**src/rtl/shift_tx.sv**
```systemverilog
// Parallel-in/serial-out transmitter with a valid/ready word input and a shift_en bit strobe.
// Optional even-parity trailer bit is enabled by defining SHIFT_TX_PARITY_EN.
//
// state | meaning
// IDLE  | waiting for a word; load_ready high, line held at 0
// SHIFT | data bits on the line, one consumed per shift_en strobe
// PAR   | parity bit on the line (only with SHIFT_TX_PARITY_EN)
module shift_tx #(
    parameter int WIDTH = 10
) (
    input  logic             clk,
    input  logic             rst,
    input  logic [WIDTH-1:0] load_data,
    input  logic             load_valid,
    output logic             load_ready,
    input  logic             direction,
    input  logic             shift_en,
    output logic             serial_out,
    output logic             frame,
    output logic             done
);

    localparam int CNT_W = $clog2(WIDTH) + 1;
    localparam logic [CNT_W-1:0] LAST_BIT = CNT_W'(WIDTH - 1);

    typedef enum logic [1:0] {
        IDLE  = 2'd0,
`ifdef SHIFT_TX_PARITY_EN
        PAR   = 2'd2,
`endif
        SHIFT = 2'd1
    } state_t;

    state_t           state;
    state_t           state_nxt;
    logic [WIDTH-1:0] shreg;
    logic [CNT_W-1:0] bit_cnt;
    logic             dir_q;
    logic             done_q;
    logic             accept;
    logic             consume;
    logic             done_nxt;
`ifdef SHIFT_TX_PARITY_EN
    logic             par_q;
`endif

    always_ff @(posedge clk) begin
        if (rst) begin
            state <= IDLE;
        end else begin
            state <= state_nxt;
        end
    end

    always_comb begin
        state_nxt  = state;
        load_ready = 1'b0;
        frame      = 1'b0;
        serial_out = 1'b0;
        accept     = 1'b0;
        consume    = 1'b0;
        done_nxt   = 1'b0;
        case (state)
            IDLE: begin
                load_ready = 1'b1;
                if (load_valid) begin
                    accept    = 1'b1;
                    state_nxt = SHIFT;
                end
            end
            SHIFT: begin
                frame      = 1'b1;
                serial_out = dir_q ? shreg[WIDTH-1] : shreg[0];
                if (shift_en) begin
                    consume = 1'b1;
                    if (bit_cnt == LAST_BIT) begin
`ifdef SHIFT_TX_PARITY_EN
                        state_nxt = PAR;
`else
                        state_nxt = IDLE;
                        done_nxt  = 1'b1;
`endif
                    end
                end
            end
`ifdef SHIFT_TX_PARITY_EN
            PAR: begin
                frame      = 1'b1;
                serial_out = par_q;
                if (shift_en) begin
                    state_nxt = IDLE;
                    done_nxt  = 1'b1;
                end
            end
`endif
            default: state_nxt = IDLE;
        endcase
    end

    // Direction is latched at accept so a mid-frame change cannot scramble the word.
    always_ff @(posedge clk) begin
        if (rst) begin
            shreg   <= '0;
            bit_cnt <= '0;
            dir_q   <= 1'b0;
            done_q  <= 1'b0;
        end else begin
            done_q <= done_nxt;
            if (accept) begin
                shreg   <= load_data;
                bit_cnt <= '0;
                dir_q   <= direction;
            end else if (consume) begin
                shreg   <= dir_q ? {shreg[WIDTH-2:0], 1'b0} : {1'b0, shreg[WIDTH-1:1]};
                bit_cnt <= bit_cnt + CNT_W'(1);
            end
        end
    end

`ifdef SHIFT_TX_PARITY_EN
    always_ff @(posedge clk) begin
        if (rst) begin
            par_q <= 1'b0;
        end else if (accept) begin
            par_q <= ^load_data;
        end
    end
`endif

    assign done = done_q;

endmodule

```
**config.mk**
```make
export PLATFORM = sky130hd
export DESIGN_NAME = shift_tx
export DESIGN_NICKNAME = d
export VERILOG_FILES = /design/src/rtl/shift_tx.sv
export SDC_FILE = /design/constraint.sdc
export NUM_CORES = 1
export LEC_CHECK = 0
export BUFFER_PORTS_ARGS = -buffer_cell sky130_fd_sc_hd__buf_2
export CAP_MARGIN = 20
export CORE_ASPECT_RATIO = 0.9
export CORE_MARGIN = 2
export CORE_UTILIZATION = 57
export DETAILED_ROUTE_END_ITERATION = 8
export GPL_TIMING_DRIVEN = 0
export PLACE_DENSITY = 0.87
export SLEW_MARGIN = 20
export SYNTH_ARGS = -nofsm -noshare
export SYNTH_HDL_FRONTEND = slang
export SYNTH_SLANG_ARGS = --single-unit
```
**constraint.sdc**
```tcl
create_clock -name clk -period 2.68 [get_ports clk]
set_clock_uncertainty 0.1 [all_clocks]
set_input_delay 0.134 -clock clk [delete_from_list [all_inputs] [get_ports clk]]
set_output_delay 0.134 -clock clk [all_outputs]
set_load 0.005 [all_outputs]
```
-- Word-level counts from Yosys, hierarchy flattened
Index checks and enable logic that the tools add are counted.
- eq/ne operators: 5
- muxes and demuxes: 16
- add/sub/neg operators: 1
- reduce and logical (&&, ||, !) cells: 5
- bitwise operators: 2
- operator list (cell ; number):
    $mux W10 ; 3
    $mux W1 ; 9
    $mux W2 ; 3
    $ne A2 B2 Y1 const B ; 3
    $add A5 B1 Y5 const B ; 1
    $eq A5 B4 Y1 const B ; 1
    $pmux W2 S2 ; 1
    $reduce_and A3 Y1 ; 1
    $reduce_or A3 Y1 ; 1
    $eq A2 B1 Y1 const B ; 1
    $logic_not A2 Y1 ; 1
    $not A1 Y1 ; 2
    $reduce_bool A2 Y1 ; 1
    $reduce_or A2 Y1 ; 1
- word-level logic and storage cells: 34
- output and inout port bits: 4
- input bits: 15
- flip-flop bits (word level): 19

-- Longest topological paths before layout
- depth after elaboration: 4
- mapped depth: 5
- mapped depth without buffers: 5

-- Worst setup path after synthesis
OpenSTA, ideal clock, no wires.
- path type: register to register
- start point: register state[0]
- end point: register bit_cnt[1]
- required time: 2.480 ns
- setup slack: 1.429 ns
- period minus slack after synthesis: 1.251 ns
- stages on the path, launching flop included: 6
- setup time: 0.100 ns
- buffers on the path: 2
- arrival time: 1.051 ns
- path through: dfxtp_1 > buf_6 > and2_1 > buf_6 > nor2_2 > a2111oi_4
- longest elaborated chain between the ends: 3
- elaborated cells on any way between the ends: 5
- those cells by class: eq/ne: 1; mux: 2; reduce/logical: 2
- RTL lines (element ; RTL line ; source):
    from (decl) ; 34 ; state_t state;
    from (signal assigned) ; 51 ; state <= state_nxt;
    $logic_not A2 Y1 ; 63 ; case (state)
    $mux W1 ; 63 ;
    $reduce_or A2 Y1 (no line) ; n/a ;
    to (signal assigned) ; 115 ; bit_cnt <= bit_cnt + CNT_W'(1);
    to (decl) ; 37 ; logic [CNT_W-1:0] bit_cnt;
Parallel ways exist; a longest one is shown, timed or not.
A chain may end at the register's enable or synchronous reset.

-- Final worst setup path
- start point: register dir_q
- end point: output port serial_out
- longest elaborated chain between the ends: 2
- RTL lines (element ; RTL line ; source):
    from (decl) ; 38 ; logic dir_q;
    from (signal assigned) ; 112 ; dir_q <= direction;
    $mux W1 ; 73 ; serial_out = dir_q ? shreg[WIDTH-1] : shreg[0];
    $mux W1 ; 63 ;
    to (decl) ; 18 ; output logic serial_out,
Every way passes these cells.

==> results.tsv <==
stage	metric	value	unit
clock_network	# clock sinks	18	
outcome	outcome	completed	
yosys	ys flop type	dfxtp_1	
worst_setup_path	crit end category	primary output	
sta	RSZ-0062 raised after global routing	false	
worst_setup_path	crit path max fanout	10	
detailed_routing	first-pass detailed-route iteration total	4	
yosys	syn nets	125	
global_route	largest net degree at the start of global routing	11	
yosys	Yosys reg bits	18	
yosys	Compound-Gate Fraction of Synth Area	0.194	
yosys	sequential share of the synthesized area	0.371	
worst_setup_path	most used cell, CP	buf_2	
placement	Final GP Congestion	0.797	
placement	DP HPWL	1560	um
floorplan	Die Ht	43.2	um
worst_setup_path	Worst setup SP type	register	
finish	Finished Core Util	0.702	
sta	Fmax	617	MHz
detailed_routing	Final Routed Wirelength	2210	um
worst_setup_path	CP max-delay cell	dfxtp_1	
yosys	number of flops mapped to enable cells by yosys	0	
clock_network	CTS tree	yes	
yosys	cell area after synthesis	972	um2
global_route	initial antenna violation count	0	
yosys	adder-cell area share of the yosys netlist	0.0257	
floorplan	Core Region	0.00163	mm2
power_and_ir_drop	worst vdd rail ir drop	0.446	mV
power_and_ir_drop	Pwr per Cell Area	497	mW/mm2
clock_network	clock-pin slew on the worst setup and hold paths	0.10	ns
clock_network	CTS root buf	clkbuf_4	
clock_network	Num CTS Buffers	3	
finish	number of diodes	0	
yosys	main combinational cell family by area after synthesis	simple AND/OR/NAND/NOR gates	
yosys	Yosys Warn Count	0	
finish	layout cells sized above 1	0.275	
clock_network	Post-CTS Setup Repair Bufs	0	
floorplan	num ports	19	
worst_setup_path	CP required	2.45	ns
worst_setup_path	Critical Path AT	1.39	ns
floorplan	die area	0.00205	mm2
finish	Non-Filler Instances	155	
power_and_ir_drop	P_leak	0.459	nW
clock_network	post-cts sizing count	0	
yosys	syn avg cell area	9.00	um2
global_route	All-Layer GR Usage	0.245	
worst_setup_path	Crit Path Class	register to primary output	
detailed_routing	WL/cell	14.2	um
finish	nets	149	
yosys	asr flop ratio synth	0	
yosys	Synth Instances	108	
clock_network	Clk Latency, worst-skew pair	0.30	ns
yosys	mux cell area share after synthesis	0.0541	
placement	# port buffers	17	
clock_network	H-tree depth	1	
clock_network	Clock Path Buffers	2	
yosys	Synth Area in Simple Gates	0.252	
detailed_routing	antenna-violating nets left	0	
flow_run	Maximum Capacitance Violations	0	
floorplan	Starting Density	0.597	
yosys	xor and xnor area share after synthesis	0.0180	
clock_network	# hold bufs at CTS	2	
sta	final setup fails	0	
finish	most common cell after layout, fill and taps aside	buf_2	
min_path	type of the most critical hold path	input pin to register	
sta	Slew @ Worst Pin	0.355	ns
global_route	grt ovf	0	
placement	Cells after DPL	149	
finish	Layout fillers	136	
sta	total negative slack	0	ns
detailed_routing	Vias	866	
sta	worst relative slew slack	0.763	
worst_setup_path	slowest stage delay, CP	0.32	ns
placement	DP Worst Slack	1.37	ns
sta	setup slack after layout	1.06	ns
sta	Tcrit/Tclk final	0.605	
power_and_ir_drop	Final Power	0.568	mW
yosys	Cell variety after synth	34	
detailed_routing	Via density	5.59	
detailed_routing	DR DRC count	0	
sta	Final min period	1.62	ns
sta	final hold vios	0	
finish	commonest non-fill, non-tap cells in the layout	20 x buf_2, 18 x nand2_1, 18 x dfxtp_1	
global_route	vias in the first global route	841	
worst_setup_path	cell breakdown of the critical path	buf_4 > buf_2 > mux2i_1 > nor2_1 > buf_2	
finish	synthesis-to-layout area growth	17.6	%
sta	Max Slew Vio Count	0	
floorplan	die width	47.5	um
global_route	first-pass GRT wire length	3590	um
detailed_routing	initial DRC count	20	
floorplan	row count	14	
## where the power goes
part	switching (mW)	internal [mW]	total (mW)
combinational	0.0545	0.0492	0.104
clock	0.0863	0.0829	0.169
sequential	0.0123	0.283	0.295
total	0.153	0.415	0.568
## metal layers
metal | vias up | part of all wire | global-route usage
met4 | 0 | 0 | 0.0486
met5 | - | 0 | 0
met3 | 0 | 0.072 | 0.0766
li1 | 433 | - | -
met1 | 396 | 0.45 | 0.303
met2 | 37 | 0.48 | 0.408
## state kept, by name (all words and copies together) (netlist names)
| name | count |
|---|---|
| bit_cnt | 5 |
| dir_q | 1 |
| done | 1 |
| shreg | 10 |
| state | 1 |
## worst max-delay path, delay by kind of cell (launching register included)
family	cells	cell delay, ns
muxes	1	0.22
and+or+nand+nor	1	0.05
DFF	1	0.32
buffers and inverters	3	0.50
## path summary, 6_finish.rpt
path	startpoint	to	slack, ns	cells past startpoint
min	load_data[7]	shreg[7]$_SDFFE_PP0P_	0.0007	3
max reg2reg	state[0]$_SDFFE_PP0P_	shreg[4]$_SDFFE_PP0P_	1.36	5
min reg2reg	bit_cnt[4]$_SDFFE_PP0N_	bit_cnt[4]$_SDFFE_PP0N_	0.40	2
max	dir_q$_SDFFE_PP0P_	serial_out	1.06	5
## cell type report
class	count	area, um2	share of cell area
Buffer	9	71.3	0.0624
Clock buffer	4	36.3	0.0317
Inverter	3	11.3	0.00985
Multi-Input combinational cell	78	529	0.463
Sequential cell	18	360	0.315
Tap cell	24	30.0	0.0263
Timing Repair Buffer	19	105	0.0919
## stage by stage
stage	hold slack, ns	instance area, um2
2_1_floorplan	0.170	972
3_3_place_gp	0.276	1090
3_5_place_dp	0.287	1090
4_1_cts	0.000897	1140
5_1_grt	0.0146	1140
6_report	0.000683	1140
## kinds of logic after synthesis
logic type | after synthesis
AO/OA/AOI/OAI | 23
XOR/XNOR | 2
adder cells (fa/ha/maj) | 2
buffers and inverters | 12
flip-flops | 18
multiplexers | 5
AND/OR/NAND/NOR | 46
## synthesized netlist by cell type, drive strengths merged (2+ instances only)
library cell	instances	area (um2)
a211oi	7	52.6
nor2b	8	57.6
or3	2	12.5
a21oi	2	10.0
mux2	2	22.5
nor3	3	15.0
o21ai	2	10.0
buf	8	67.6
nand3	4	20.0
ha	2	25.0
nor2	3	13.8
a31oi	2	12.5
nand2	19	73.8
inv	3	11.3
nand4	2	12.5
dfxtp	18	360
mux2i	3	30.0
a311oi	7	61.3
Power figures use the tool's default switching activity.
